File: config.mk
export PLATFORM = sky130hd
export DESIGN_NAME = dmem_port_arbiter
export DESIGN_NICKNAME = d
export VERILOG_FILES = /design/src/rtl/mem_arb_pkg.sv /design/src/rtl/sat_counter.sv /design/src/rtl/dmem_port_arbiter.sv
export SDC_FILE = /design/constraint.sdc
export NUM_CORES = 1
export LEC_CHECK = 0
export BUFFER_PORTS_ARGS = -buffer_cell sky130_fd_sc_hd__buf_2
export CAP_MARGIN = 5
export CORE_AREA = 5 5 126 128
export DETAILED_ROUTE_END_ITERATION = 7
export DIE_AREA = 0 0 131 133
export GPL_TIMING_DRIVEN = 1
export REMOVE_ABC_BUFFERS = 1
export SETUP_SLACK_MARGIN = 0.5
export SKIP_LAST_GASP = 1
export SYNTH_ARGS = -nofsm -noshare
export SYNTH_HDL_FRONTEND = slang
export SYNTH_HIERARCHICAL = 1
export SYNTH_SLANG_ARGS = --single-unit
File: constraint.sdc
create_clock -name clk -period 10.6 [get_ports clk]
set_clock_uncertainty 0.1 [all_clocks]
set_input_delay 3.18 -clock clk [delete_from_list [all_inputs] [get_ports clk]]
set_output_delay 3.18 -clock clk [all_outputs]
set_load 0.005 [all_outputs]
File: src/rtl/mem_arb_pkg.sv
// Shared types and constants for the data-memory port arbiter.
package mem_arb_pkg;

  typedef enum logic [1:0] {
    OWN_NONE,
    OWN_CPU,
    OWN_RAS
  } owner_t;

  localparam logic [2:0] RAS_STRCTRL_WORD = 3'b100;
  localparam logic [3:0] WEN_ALL          = 4'b1111;

endpackage

File: src/rtl/sat_counter.sv
// Saturating up-counter with synchronous clear; clear wins over increment.
module sat_counter #(
  parameter int unsigned    W   = 4,
  parameter logic [W-1:0]   MAX = '1
) (
  input  logic         clk,
  input  logic         rst,
  input  logic         clr_i,
  input  logic         inc_i,
  output logic [W-1:0] count_o
);

  logic [W-1:0] cnt_q, cnt_d;

  always_comb begin
    cnt_d = cnt_q;
    if (clr_i) begin
      cnt_d = '0;
    end else if (inc_i && (cnt_q != MAX)) begin
      cnt_d = cnt_q + W'(1);
    end
  end

  always_ff @(posedge clk) begin
    if (rst) begin
      cnt_q <= '0;
    end else begin
      cnt_q <= cnt_d;
    end
  end

  assign count_o = cnt_q;

endmodule

File: src/rtl/dmem_port_arbiter.sv
// Shares the block-memory data port between CPU loads/stores and the RAS
// spill/fill engine: CPU priority with a bounded-wait forced grant for RAS.
module dmem_port_arbiter
  import mem_arb_pkg::*;
#(
  parameter logic [31:0] MEM_BASE = 32'h0000_2000,
  parameter int unsigned MAX_WAIT = 4,
  parameter int unsigned STAT_W   = 16
) (
  input  logic              clk,
  input  logic              rst,
  input  logic              cpu_rd,
  input  logic              cpu_wr,
  input  logic              cpu_mmio,
  input  logic [31:0]       cpu_addr,
  input  logic [31:0]       cpu_din,
  input  logic [3:0]        cpu_be,
  input  logic [2:0]        cpu_strctrl,
  output logic              cpu_hold,
  output logic [31:0]       cpu_rdata,
  output logic              cpu_rvalid,
  input  logic              ras_rd,
  input  logic              ras_wr,
  input  logic [31:0]       ras_addr,
  input  logic [31:0]       ras_din,
  output logic              ras_gnt,
  output logic [31:0]       ras_rdata,
  output logic              ras_rvalid,
  output logic              mem_en,
  output logic [3:0]        mem_wen,
  output logic [31:0]       mem_addr,
  output logic [31:0]       mem_din,
  output logic [2:0]        mem_strctrl,
  input  logic [31:0]       mem_dout,
  input  logic              stat_clr,
  output logic [STAT_W-1:0] stat_forced
);

  // A zero-width counter is illegal; with MAX_WAIT = 0 a 1-bit counter pinned
  // at 0 makes every RAS request a forced grant.
  localparam int unsigned       WAIT_W   = (MAX_WAIT == 0) ? 1 : $clog2(MAX_WAIT + 1);
  localparam logic [WAIT_W-1:0] WAIT_MAX = WAIT_W'(MAX_WAIT);

  logic              cpu_act, ras_act;
  logic              gnt_cpu, gnt_ras;
  logic              wait_clr, stat_inc;
  logic [WAIT_W-1:0] wait_cnt;
  owner_t            owner_q, owner_d;

  always_comb begin
    cpu_act  = (cpu_rd | cpu_wr) & ~cpu_mmio;
    ras_act  = ras_rd | ras_wr;
    gnt_ras  = ras_act & (~cpu_act | (wait_cnt == WAIT_MAX));
    gnt_cpu  = cpu_act & ~gnt_ras;
    wait_clr = ~ras_act | gnt_ras;
    stat_inc = gnt_ras & cpu_act;
  end

  sat_counter #(
    .W   (WAIT_W),
    .MAX (WAIT_MAX)
  ) u_wait_cnt (
    .clk     (clk),
    .rst     (rst),
    .clr_i   (wait_clr),
    .inc_i   (1'b1),
    .count_o (wait_cnt)
  );

  sat_counter #(
    .W (STAT_W)
  ) u_stat_forced (
    .clk     (clk),
    .rst     (rst),
    .clr_i   (stat_clr),
    .inc_i   (stat_inc),
    .count_o (stat_forced)
  );

  assign ras_gnt  = gnt_ras;
  assign cpu_hold = cpu_act & gnt_ras;
  assign mem_en   = gnt_ras | gnt_cpu;

  always_comb begin
    mem_wen     = '0;
    mem_strctrl = '0;
    mem_addr    = cpu_addr - MEM_BASE;
    mem_din     = cpu_din;
    if (gnt_ras) begin
      mem_addr = ras_addr - MEM_BASE;
      mem_din  = ras_din;
      if (ras_wr) begin
        mem_wen     = WEN_ALL;
        mem_strctrl = RAS_STRCTRL_WORD;
      end
    end else if (gnt_cpu && cpu_wr) begin
      mem_wen     = cpu_be;
      mem_strctrl = cpu_strctrl;
    end
  end

  // Tracks which requester owns the read data returning next cycle.
  always_comb begin
    owner_d = OWN_NONE;
    if (gnt_cpu && cpu_rd && !cpu_wr) begin
      owner_d = OWN_CPU;
    end else if (gnt_ras && !ras_wr) begin
      owner_d = OWN_RAS;
    end
  end

  always_ff @(posedge clk) begin
    if (rst) begin
      owner_q <= OWN_NONE;
    end else begin
      owner_q <= owner_d;
    end
  end

  assign cpu_rvalid = (owner_q == OWN_CPU);
  assign ras_rvalid = (owner_q == OWN_RAS);
  assign cpu_rdata  = mem_dout;
  assign ras_rdata  = mem_dout;

endmodule

**Word-level counts from Yosys, hierarchy flattened**

Index checks and enable logic that the tools add are counted.

- Shifts and indexed selects: 0
- Equality and inequality tests: 5
- Magnitude comparators: 0
- Multiplexer cells: 10
- Divide/modulo/power cells: 0
- Reduce and logical (&&, ||, !) cells: 10
- Bitwise operators: 13
- Multiply operators: 0
- $add $sub $neg: 4

Operators with widths:

| kind | count |
|---|---|
| $mux 32 | 2 |
| $sub 32x14->32 const B | 2 |
| $add 16x1->16 const B | 1 |
| $ne 16x16->1 const B | 1 |
| $mux 4 | 3 |
| $mux 3 | 3 |
| $reduce_or 2->1 | 3 |
| $logic_and 1x1->1 | 5 |
| $or 1x1->1 | 5 |
| $and 1x1->1 | 4 |
| $not 1->1 | 4 |
| $add 3x1->3 const B | 1 |
| $eq 3x3->1 const B | 1 |
| $ne 3x3->1 const B | 1 |
| $eq 2x1->1 const B | 1 |
| $eq 2x2->1 const B | 1 |
| $logic_not 1->1 | 2 |
| $mux 2 | 1 |
| $mux 1 | 1 |

- Input port bits: 175
- Logic and storage cells: 46
- Output and inout port bits: 156
- Memories kept: 0
- Flip-flop bits (word level): 21
- Memory bits (read-only): 0
- RAM bits: 0
- Latch bits: 0

**Longest topological paths before layout**

Gate-level depths: netlist (run 1).

- Word-level depth: 10
- Gate-level depth with buffers: 12
- Gate-level depth less buffers: 10

**By module**

Netlist (run 1), hierarchy kept.

Modules (own cells, without submodules):

| module | cells each | seq. area each (um^2) | area an instance (um^2) | instances |
|---|---|---|---|---|
| dmem_port_arbiter | 348 | 40.0 | 2065.7 | 1 |
| sat_counter (u_stat_forced) | 102 | 320.3 | 917.1 | 1 |
| sat_counter (u_wait_cnt) | 17 | 60.1 | 188.9 | 1 |

**Worst setup path after synthesis (run 1)**

OpenSTA, ideal clock, no wires.

- Path kind: input to output
- Start point: in cpu_mmio
- End point: out mem_addr[25]
- Path buffers: 2
- Data required time: 7.320 ns
- Arrival: 5.866 ns
- Slack: 1.454 ns
- Stages on the path: 12
- Cells stage by stage: o21bai_1 a21oi_1 or2_2 buf_2 clkbuf_1 mux2i_1 ha_1 nor3b_1 nand3b_1 or4_1 xor2_1 mux2i_1

- Longest elaborated chain between the ends: 6

RTL lines:

| what | line | RTL |
|---|---|---|
| start: declaration | dmem_port_arbiter.sv:14 | `input logic cpu_mmio,` |
| $not 1->1 | dmem_port_arbiter.sv:51 | `cpu_act = (cpu_rd \| cpu_wr) & ~cpu_mmio;` |
| $and 1x1->1 | dmem_port_arbiter.sv:51 |  |
| $not 1->1 | dmem_port_arbiter.sv:53 | `gnt_ras = ras_act & (~cpu_act \| (wait_cnt == WAIT_MAX));` |
| $or 1x1->1 | dmem_port_arbiter.sv:53 |  |
| $and 1x1->1 | dmem_port_arbiter.sv:53 |  |
| $mux 32 | dmem_port_arbiter.sv:89 | `if (gnt_ras) begin` |
| end: declaration | dmem_port_arbiter.sv:31 | `output logic [31:0] mem_addr,` |

No other way between the ends.

**Worst setup path in the final report (run 1)**

- Start point: in cpu_rd
- End point: out mem_addr[25]

- Longest elaborated chain between the ends: 6

RTL lines:

| what | line | RTL |
|---|---|---|
| start: declaration | dmem_port_arbiter.sv:12 | `input logic cpu_rd,` |
| $or 1x1->1 | dmem_port_arbiter.sv:51 |  |
| $and 1x1->1 | dmem_port_arbiter.sv:51 |  |
| $not 1->1 | dmem_port_arbiter.sv:53 |  |
| $or 1x1->1 | dmem_port_arbiter.sv:53 |  |
| $and 1x1->1 | dmem_port_arbiter.sv:53 |  |
| $mux 32 | dmem_port_arbiter.sv:89 |  |

No other way between the ends.

==> results list, run 1 <==
* I/O pin cnt: 331
* Final Critical Period: ~9.4 ns
- The worst setup path is launched from an input port.
- After synthesis, the most frequently instantiated cells are sky130_fd_sc_hd__nand2_1 (162), sky130_fd_sc_hd__buf_4 (66), sky130_fd_sc_hd__dfxtp_1 (21).
- Post-CTS clock slew at the launch and capture registers of the worst setup and hold paths: roughly 0.060 ns
- In the synthesized netlist, the number of instances is approximately 470.
* Half-perimeter wire length after detailed placement: ~14 mm
- Core region area: 14,800 µm²
- Pwr/cell area: between 60 and 70 nW/µm²
* Via/cell ratio: 4.54
* Max-Cap Viols: 0
- Final period util: around nine tenths
* R2r endpoint: u_stat_forced/count_o[11]
- The flow ran to the end, and the final reports show no timing, DRC or antenna violations.
* Dominant cells by area after synthesis: sky130_fd_sc_hd__nand2_1 (19%), sky130_fd_sc_hd__buf_4 (16%), sky130_fd_sc_hd__dfxtp_1 (13%)
- During placement, the flow inserted port buffers numbering 234.
- Number of warnings printed during yosys synthesis: 6
* Final worst-path setup slack: around 1.2 ns
- Row generation in the floorplan step produced 45 rows.
- Buffers inserted to repair hold after CTS numbered 0.
- At the pin with the least slew margin, the transition time is 0.722 ns.
- PostCTS Resize Cnt: 0
- Post-Route WL: 15.6 mm
- Average wire length per cell after detail routing: 19.1 µm
- Number of sinks driven by the clock tree: 21
* Drt initial violations: between 150 and 200
- At the end of the flow the core is filled with cells to roughly 28%.
- The final max-slew violation count is 0.
- Endpoint, Worst Hold: u_stat_forced/count_o[5]
* Hold Slack: around 0.41 ns
- Fmax: about 110 MHz
- Arrival time at the worst endpoint: 6.15 ns
- Share of synthesized registers carrying an async set or reset: 0%
* Type of element capturing the critical path: output port
- Setup repair after global routing left no endpoint under its margin.
- Counting instances, the worst hold path has a depth of 2.
- Global routing used roughly 17% of the available tracks.
* Leak pwr: 2.14 nW
- Sum of internal, switching and leakage power: 0.286 mW
- After routing the design area is 4100 µm².
* Placed cells: 811
* Total vias in the final route: 3,701
* Final number of setup-violating endpoints: 0
* Worst r2r src: u_wait_cnt/count_o[0]
- The cell sitting at the root of the clock tree is a sky130_fd_sc_hd__clkbuf_16.
* Sequential share of the synthesized area: a little over an eighth
- Leading cell type by number of instances after synthesis: sky130_fd_sc_hd__nand2_1
- Maximum resistive drop on vdd: 0.0000737 V
* Starting density of the core: ~22%
- Measured against its own limit, the worst slew margin works out to between 50% and 60%.
- For the worst setup path, the data required time is around 7.3 ns.
* Number of library cell types mapped by synthesis: 63
- Standard cell area after detailed placement: about 4000 µm²
* Final weighted congestion in routability-driven placement: 0.849
- From left edge to right edge, the die measures 131 µm.
- CTS H-Tree Depth: 1
- After routing, the total negative slack on setup checks comes to 0 ns.
- The clock passes through at most 2 buffers.
* Flops & latches, synth: 21
- In this run the register-to-register setup slack is roughly 7.7 ns.
- TritonCTS built the clock tree.
- Reg2Reg Depth: 9
- By startpoint and endpoint, the worst setup path is classified as input port to output port.
- For this run, design rule violations remaining after detail routing come to 0.
* Antenna Diode Count: 0
- Cell taking the most area after synthesis: sky130_fd_sc_hd__nand2_1
- In this run the post-CTS setup repair buffer count came out at 0.
- In this run the mean area of a mapped cell was 6.79 µm².
- TritonCTS created 3 clock buffers.
- The count of endpoints failing hold in the final timing report is 0.
- Launch point of the worst hold path: u_stat_forced/count_o[5]
- Area grow syn2layout: 29.2%
* Layout Cells excl Fill: roughly 820
* Count of TritonRoute iterations in the first routing pass: 4
- At the end of the flow, the number of nets in the layout was 807.
- Leading register cell type out of synthesis: sky130_fd_sc_hd__dfxtp_1
* DP Worst Slack: about 1.2 ns
- Once detail routing completed, the nets flagged for antenna violations numbered 0.
- In this run the worst path has a maximum fanout of 7.
- Maximum number of pins on one net before global-route repair: 60
* Global-route wire length before repair: 22.0 mm
- The clock reaches the later pin of the worst-skew pair after about 0.25 ns.
- After synthesis the cells add up to around 3200 µm².
- The top cell type by area accounts for between 10% and 20% of the synthesized area.
* Full die area: between 15,000 and 20,000 µm²
* Filler cell count: approximately 1,700
- Summed over all layers, the global routing overflow is 0.
- The initial antenna violation count was 0.
- Of the cells placed in the final design, the portion with a size suffix greater than 1 is 42.6%.
- Post-synth EDFFs: 0
- The worst hold path belongs to the class flip-flop to flip-flop.
* DIE HEIGHT: about 130 µm
* Via count of the first global-routing pass: between 3,000 and 4,000
[final cells by class]
type	count	area, µm²	share of cell area, %
multi-input combinational	361	2160	52.7
sequential	21	420	10.3
clock buffer	4	78.8	1.92
timing repair buffer	236	1190	29.0
inverter	5	18.8	0.458
tap	188	235	5.74
[cell families (layout without fill, tap and decap cells)]
| group | count (synthesis) | count (layout) | synth area share, % |
|---|---|---|---|
| compound gates | 44 | 44 | 9.55 |
| xor+xnor | 29 | 29 | 8.01 |
| fa+ha+maj | 4 | 4 | 1.58 |
| buf+inv | 87 | 245 | 19.0 |
| flops | 21 | 21 | 13.3 |
| mux | 22 | 22 | 7.26 |
| other cells | 1 | 3 | 0.118 |
| simple gates | 259 | 259 | 41.3 |
[worst max-delay path, cell delays in order]
cell and delay [ns]:
sky130_fd_sc_hd__buf_2 0.10, sky130_fd_sc_hd__o21bai_1 0.32, sky130_fd_sc_hd__a21oi_1 0.11, sky130_fd_sc_hd__or2_2 0.38
sky130_fd_sc_hd__mux2i_1 0.22, sky130_fd_sc_hd__ha_1 0.23, sky130_fd_sc_hd__nor3b_1 0.38, sky130_fd_sc_hd__nand3b_1 0.31
sky130_fd_sc_hd__or4_1 0.48, sky130_fd_sc_hd__xor2_1 0.16, sky130_fd_sc_hd__mux2i_1 0.12, sky130_fd_sc_hd__buf_2 0.13
[placed cells by master (no fill, tap or decap), drive strengths merged, types with 4 or more instances in the layout]
master,n
buf,236
nand2,162
dfxtp,21
mux2i,20
xnor2,18
nor2,17
xor2,11
nor3,11
a21oi,9
o21ai,9
or3,9
nor4,8
and3,8
nor3b,7
a31oi,6
or4,6
and2,6
nor2b,5
a21o,5
nand3,5
inv,5
ha,4
clkbuf,4
nand4,4
a211oi,4
[where the power goes]
part	internal, mW	switching, mW
clock network	0.0513	0.0290
logic	0.0592	0.0667
registers	0.0795	0.000608
[sequential cells by signal, indices dropped and copies added, names as in the netlist]
name                   flops
u_stat_forced/count_o     16
owner_q                    2
u_wait_cnt/count_o         3
[routing by layer]
layer	global-route usage (%)	up-vias	routed length [µm]	share of wire (%)
li1	-	1817	-	-
met1	20.9	1630	6360	41
met2	25.3	244	6550	42
met3	10.2	8	2530	16
met4	0.629	2	20	0.13
met5	5.00	-	122	0.78
[worst max-delay path by stage]
stage | start | to | slack [ns] | cells after the start
after global routing | cpu_rd | mem_addr[25] | 0.90 | 12
final | cpu_rd | mem_addr[25] | 1.17 | 12
after detailed placement | cpu_rd | mem_addr[25] | 1.19 | 12
after CTS | cpu_rd | mem_addr[25] | 1.17 | 12
after floorplan | cpu_mmio | mem_addr[25] | 1.27 | 10
after global placement | cpu_rd | mem_addr[25] | 1.23 | 12
No activity file was read; power rests on OpenSTA's default activity.
==> inputs of run 2 (changes only) <==
clock period = 12 ns   (was 10.6 ns; I/O delays follow)
==> run 2 against run 1 <==
Sequential share of layout area about the same. Hold slack worse by 0.00072 ns. Count of clock-buffer cells in the layout shrank 1. Critical path type unchanged.
==> results list, run 2 (same netlist as run 1, synthesis figures left out) <==
- PostCTS Resize Cnt: 0 (unchanged)
- Most used cells in the layout excluding fill and tap cells: sky130_fd_sc_hd__buf_2 (234), sky130_fd_sc_hd__nand2_1 (162), sky130_fd_sc_hd__dfxtp_1 (21), sky130_fd_sc_hd__mux2i_1 (20), sky130_fd_sc_hd__xnor2_1 (18)
* Final Slew Violations: 0 (unchanged)
- Leaving out fill and tap cells, the most frequent cell in the layout is sky130_fd_sc_hd__buf_2.
- Relative max-transition margin: 52.7% (+1.0 points)
- The required arrival time at the worst endpoint was 8.30 ns (+0.98 ns).
- Clock share of power: 27.6% (-0.4 points)
- Final worst-path setup slack: 1.72 ns (+0.547 ns)
* Average wire length per cell after detail routing: 19.4 µm (+1.4%)
- Type of element capturing the critical path: output port
- The setup TNS was 0 ns (unchanged).
- Antenna violation net count after detailed routing: 0 (unchanged)
- The power density normalized to cell area came to 61.7 nW/µm² (-12%).
- The initial antenna violation count is 0 (unchanged).
- The count of endpoints failing setup in the final report was 0 (unchanged).
- Outcome: finished, final reports clean
- Antenna Diode Count: 0 (unchanged)
* Net total in the final layout: 807 (unchanged)
* Count of TritonRoute iterations in the first routing pass: 4 (unchanged)
- Worst-Skew Late Latency: 0.25 ns (about the same)
- The cell-internal power was 0.167 mW (-12%).
* Starting density of the core: 21.5% (unchanged)
- The setup path with the least slack is of type input port to output port.
- The net load switching power is 0.0857 mW (-11%).
- Worst min-delay path class: flip-flop to flip-flop
* Clock tree from TritonCTS: built
* Post-CTS Setup Repair Bufs: 0 (unchanged)
- The sequential power share was 28.0% (about the same).
- The maximum level of the CTS H-tree was 1 (unchanged).
* Max reg flops: 16 (unchanged)
- The share of total power consumed by net switching was 33.9% (+0.25 points).
- The area growth from synthesis to layout was 29.2% (about the same).
* Tightest Pin Transition: 0.707 ns (-0.0153 ns)
* Max-Cap Viols: 0 (unchanged)
* Final Hold Fails: 0 (unchanged)
- STA classifies the critical path startpoint as an input port.
* Core region area: 14,800 µm² (unchanged)
* Maximum number of buffers from clock root to sink: 2 (unchanged)
- The worst slack after detailed placement was 1.72 ns (+0.532 ns).
- Clk root buf: sky130_fd_sc_hd__clkbuf_16
- Drt initial violations: 132 (-22%)
* Global-route wire length before repair: 22.0 mm (+0.31%)
* Cts hold-fix bufs: 0 (unchanged)
* Number of sinks driven by the clock tree: 21 (unchanged)
* Leak pwr: 2.14 nW (+0.13%)
- The maximum ir drop on the vdd rail came to 0.0000457 V (-38%).
- The pin count of the biggest net entering global routing came to 58 (-3.3%).
- Post-Route WL: 15.8 mm (+1.4%)
- Total overflow reported by the global router: 0 (unchanged)
* Number of port buffers: 234 (unchanged)
- The layout cell share with drive strength beyond 1 came to 42.7% (+0.16 points).
- Via count of the first global-routing pass: 3,628 (+1.8%)
* Relative contribution of combinational cells to total power: 44.4% (+0.4 points)
* GRT Total Usage: 16.7% (+0.027 points)
* Final Critical Period: 10.28 ns
* Post-CTS clock slew at the launch and capture registers of the worst setup and hold paths: 0.06 ns (about the same)
* Number of placement rows: 45 (unchanged)
* Total vias in the final route: 3,651 (-1.4%)
- I/O pin cnt: 331 (unchanged)
* Arrival time at the worst endpoint: 6.58 ns (+0.43 ns)
- Final weighted congestion in routability-driven placement: 0.867 (+2.0%)
- The area of the die is 17,400 µm² (unchanged).
- Dividing the final minimum period by the clock period gives a little under nine tenths.
* Post-route DRC: 0 (unchanged)
* Via/cell ratio: 4.48 (-1.4%)
- Total clock buffers created by CTS: 3 (unchanged)
- Half-perimeter wire length after detailed placement: 13.8 mm (+0.60%)
- The horizontal extent of the die came to 131 µm (unchanged).
* Max FO, Critical Path: 7 (unchanged)
* RSZ-0062 raised after global routing: false
- DIE HEIGHT: 133 µm (unchanged)
- Timing would allow up to 97.3 MHz.
[run 2: cell type report]
cell class,instances,area [µm²]
clock buffers,3,75.1
clock inverters,1,5.00
fillers,1701,10700
inverters,5,18.8
multi-input cells,361,2160
flip-flops and latches,21,420
well taps,188,235
repair buffers,236,1190
[run 2: per-stage QoR]
step                      instance area (µm²)  total power, mW  std cells  util (%)  hold WS [ns]
after detailed placement                 4020            0.186        811      27.2         0.398
after global routing                     4100            0.271        815      27.8         0.431
final                                    4100            0.253        815      27.8         0.408
after floorplan                          2600            0.118        387         -         0.377
after global placement                   4020            0.186        811      27.2         0.396
after CTS                                4100            0.257        815      27.8         0.407
[run 2: final timing paths]
| check | startpoint | end | slack (ns) | depth (start not counted) |
|---|---|---|---|---|
| max | cpu_rd | mem_addr[25] | 1.72 | 12 |
| min | u_stat_forced/count_o[5] | u_stat_forced/count_o[5] | 0.41 | 2 |
| min reg2reg | u_stat_forced/count_o[5] | u_stat_forced/count_o[5] | 0.41 | 2 |
| max reg2reg | u_wait_cnt/count_o[0] | u_stat_forced/count_o[15] | 9.13 | 9 |
[run 2: power by group through the flow]
stage / logic [mW] / clock network (mW) / registers (mW)
CTS: 0.114 / 0.0721 / 0.0707
detailed placement: 0.113 / 0 / 0.0723
finish: 0.112 / 0.0698 / 0.0708
floorplan: 0.0459 / 0 / 0.0721
global route: 0.125 / 0.0747 / 0.0707
global placement: 0.114 / 0 / 0.0723
[run 2: worst max-delay path: stages]
cell                       delay (ns)
sky130_fd_sc_hd__buf_2           0.10
sky130_fd_sc_hd__o21bai_1        0.32
sky130_fd_sc_hd__a21oi_1         0.12
sky130_fd_sc_hd__or2_2           0.39
sky130_fd_sc_hd__mux2i_1         0.24
sky130_fd_sc_hd__ha_1            0.23
sky130_fd_sc_hd__nor3b_1         0.38
sky130_fd_sc_hd__nand3b_1        0.31
sky130_fd_sc_hd__or4_1           0.49
sky130_fd_sc_hd__xor2_1          0.15
sky130_fd_sc_hd__mux2i_1         0.12
sky130_fd_sc_hd__buf_2           0.13
[run 2: routing by layer]
metal	global-route usage (%)	vias to the layer above	wire (µm)
met5	4.71	-	115
met4	2.06	3	169
met3	11.9	13	2890
met2	24.9	256	6470
met1	19.8	1563	6160
li1	-	1816	-
==> inputs of run 3 (changes only) <==
CTS_BUF_LIST = sky130_fd_sc_hd__clkbuf_8   (was not set)
PLACE_DENSITY_LB_ADDON = 0.15   (was not set)
==> run 3 against run 2 <==
Clock power shrank 34%. First-iteration DRC count shrank 3.0%. Non-clock buffer count down 1. Sequential power about the same. Hold slack got worse by 0.0040 ns. Routed wire length fell by 8.8%. Via count is 1.5% higher. Critical path type unchanged. Largest cell class unchanged. Largest power group unchanged. Highest routed layer unchanged.
==> results list, run 3 (same netlist as run 1, synthesis figures left out) <==
- Tightest Pin Transition: 1.09 ns (+0.384 ns)
- Pwr/cell area: 55.9 nW/µm² (-9.5%)
- Accumulated negative setup slack: 0 ns (unchanged)
- The fmax was 97.1 MHz (-0.19%).
- Placed cells: 810 (-0.12%)
- Post-CTS Setup Repair Bufs: 0 (unchanged)
- Layout Cells excl Fill: 815 (unchanged)
- The met2 wire length was 6.08 mm (-6.1%).
* Starting density of the core: 21.5% (unchanged)
- In this run the most critical hold path is launched from u_stat_forced/count_o[5].
- Via/cell ratio: 4.55 (+1.5%)
- Highest metal layer with signal wires: met5
* Most used cells in the layout excluding fill and tap cells: sky130_fd_sc_hd__buf_2 (234), sky130_fd_sc_hd__nand2_1 (162), sky130_fd_sc_hd__dfxtp_1 (21), sky130_fd_sc_hd__mux2i_1 (20), sky130_fd_sc_hd__xnor2_1 (18)
* Worst min-delay path class: flip-flop to flip-flop
- Clock tree from TritonCTS: built
* Number of cells on the worst hold path: 2 (unchanged)
- The number of global-route vias before repair is 3,671 (+1.2%).
- Switching power of the nets: 0.0816 mW (-4.8%)
- The height of the die was 133 µm (unchanged).
- The final net count was 806 (-0.12%).
* GRT Total Usage: 15.3% (-1.4 points)
- The length in cells of the worst reg-to-reg path is 9 (unchanged).
- The shortest period the worst path allows came to 10.30 ns (+0.0197 ns).
- The weighted congestion at the end of routability-driven global placement is 0.789 (-9.0%).
* Post-Route WL: 14.4 mm (-8.8%)
- The required arrival time at the worst endpoint came to 8.30 ns (about the same).
- The count of endpoints failing setup in the final report was 0 (unchanged).
- Total routed wire length on the met1 layer: 6.07 mm (-1.4%)
- Int Pwr: 0.145 mW (-13%)
- The number of flip-flops under the largest register name came to 16 (unchanged).
- The headroom to the max-slew limit is 27.1% (-26 points).
- Half-perimeter wire length after detailed placement: 12.3 mm (-11%)
- Number of port buffers: 234 (unchanged)
* Antenna violation net count after detailed routing: 0 (unchanged)
* I/O pin cnt: 331 (unchanged)
- Cts hold-fix bufs: 0 (unchanged)
- The area of the die was 17,400 µm² (unchanged).
* Final period util: 85.8% (+0.16 points)
* Clk root buf: sky130_fd_sc_hd__clkbuf_8
- Switching fraction of total power: 36.0% (+2.1 points)
* Overall die width: 131 µm (unchanged)
* PostCTS Resize Cnt: 0 (unchanged)
- The worst slack after detailed placement was 1.70 ns (-0.0184 ns).
- The clock latency on the worst-skew pair came to 0.26 ns (about the same).
- Commonest non-fill, non-tap cell in the layout: sky130_fd_sc_hd__buf_2
- Total overflow reported by the global router: 0 (unchanged)
- Total clock buffers created by CTS: 3 (unchanged)
* Utilization after layout: 27.5% (-0.26 points)
- The layout cell share with drive strength beyond 1 was 42.7% (-0.091 points).
- The clock group share of total power came to 20.4% (-7.2 points).
* Outcome: finished, final reports clean
- The number of search-and-repair iterations in the first detailed-routing pass was 4 (unchanged).
* Arrival time at the worst endpoint: 6.60 ns (+0.02 ns)
- The worst setup path is launched from an input port.
- Final worst-path setup slack: 1.70 ns (-0.0196 ns)
- Average wire length per cell after detail routing: 17.7 µm (-8.8%)
* Number of sinks driven by the clock tree: 21 (unchanged)
* Global-route wire length before repair: 20.9 mm (-5.3%)
- Maximum number of buffers from clock root to sink: 2 (unchanged)
* RSZ-0062 raised after global routing: false
- Number of placement rows: 45 (unchanged)
- Layout Cell Area excl Fill: 4060 µm² (-0.95%)
* CTS H-Tree Depth: 1 (unchanged)
- The final max-slew violation count is 0 (unchanged).
- Type of element capturing the critical path: output port
- The path with the worst hold slack has its endpoint at u_stat_forced/count_o[5].
- Register-to-register setup slack: 9.07 ns (-0.06 ns)
- Total vias in the final route: 3,707 (+1.5%)
* R2r endpoint: u_stat_forced/count_o[12]
* Antenna violations before repair: 0 (unchanged)
- The number of design-rule violations left by the first detailed-router iteration was 128 (-3.0%).
- The cell area after placement was 4010 µm² (-0.19%).
* Leak pwr: 2.12 nW (-0.94%)
* Relative contribution of combinational cells to total power: 48.5% (+4.1 points)
* Area grow syn2layout: 28.0%
- The post-detailed-route DRC marker count was 0 (unchanged).
- Max FO, Critical Path: 8 (+1)
* Maximum number of pins on one net before global-route repair: 61 (+5.2%)
* Met3 wirelength from detailed routing: 2.15 mm (-26%)
- The count of endpoints failing hold in the final timing report was 0 (unchanged).
- Maximum resistive drop on vdd: 0.0000322 V (-29%)
* Share of total power in sequential cells: 31.1% (+3.1 points)
* Max-Cap Viols: 0 (unchanged)
- The worst setup path is of the input port to output port kind.
* Core region area: 14,800 µm² (unchanged)
- Worst r2r src: u_wait_cnt/count_o[0]
- Post-CTS clock slew at the launch and capture registers of the worst setup and hold paths: 0.07 ns (about the same)
## run 3: cell types whose count changed in the layout (fill, tap and decap cells not counted), sizes merged
| cell | delta |
|---|---|
| buf | -1 |
| diode | +1 |
## run 3: area by class of cell
cell class	count	area, µm²
Antenna cell	1	2.50
Clock buffer	3	41.3
Clock inverter	1	5.00
Fill cell	1720	10700
Inverter	5	18.8
Multi-Input combinational cell	361	2160
Sequential cell	21	420
Tap cell	188	235
Timing Repair Buffer	235	1180
## run 3: worst max-delay path, stage by stage
cell                       delay [ns]
sky130_fd_sc_hd__buf_2           0.10
sky130_fd_sc_hd__o21bai_1        0.25
sky130_fd_sc_hd__a21oi_1         0.10
sky130_fd_sc_hd__or2_2           0.42
sky130_fd_sc_hd__mux2i_1         0.24
sky130_fd_sc_hd__ha_1            0.23
sky130_fd_sc_hd__nor3b_1         0.39
sky130_fd_sc_hd__nand3b_1        0.33
sky130_fd_sc_hd__or4_1           0.50
sky130_fd_sc_hd__xor2_1          0.16
sky130_fd_sc_hd__mux2i_1         0.14
sky130_fd_sc_hd__buf_2           0.14
## run 3: power by group through the flow
stage                     combinational, mW  clock [mW]  sequential [mW]
after floorplan                      0.0459           0           0.0721
after global placement                0.112           0           0.0723
after detailed placement              0.112           0           0.0723
after CTS                             0.112      0.0479           0.0706
after global routing                  0.123      0.0515           0.0707
final                                 0.110      0.0462           0.0706
## run 3: how the worst max path moves through the flow
stage,from,endpoint,cells after the start
2_1_floorplan,cpu_mmio,mem_addr[25],10
3_3_place_gp,cpu_rd,mem_addr[25],12
3_5_place_dp,cpu_rd,mem_addr[25],12
4_1_cts,cpu_rd,mem_addr[25],12
5_1_grt,cpu_rd,mem_addr[25],12
6_report,cpu_rd,mem_addr[25],12
## run 3: per-stage QoR
step	power, mW	hold slack, ns
after global placement	0.184	0.387
after CTS	0.231	0.405
after detailed placement	0.184	0.394
after global routing	0.246	0.435
after floorplan	0.118	0.377
final	0.227	0.404
## run 3: metal layers
| layer | GRT usage (%) | vias up |
|---|---|---|
| li1 | - | 1824 |
| met1 | 19.4 | 1649 |
| met2 | 22.2 | 222 |
| met3 | 10.1 | 10 |
| met4 | 1.66 | 2 |
| met5 | 2.94 | - |
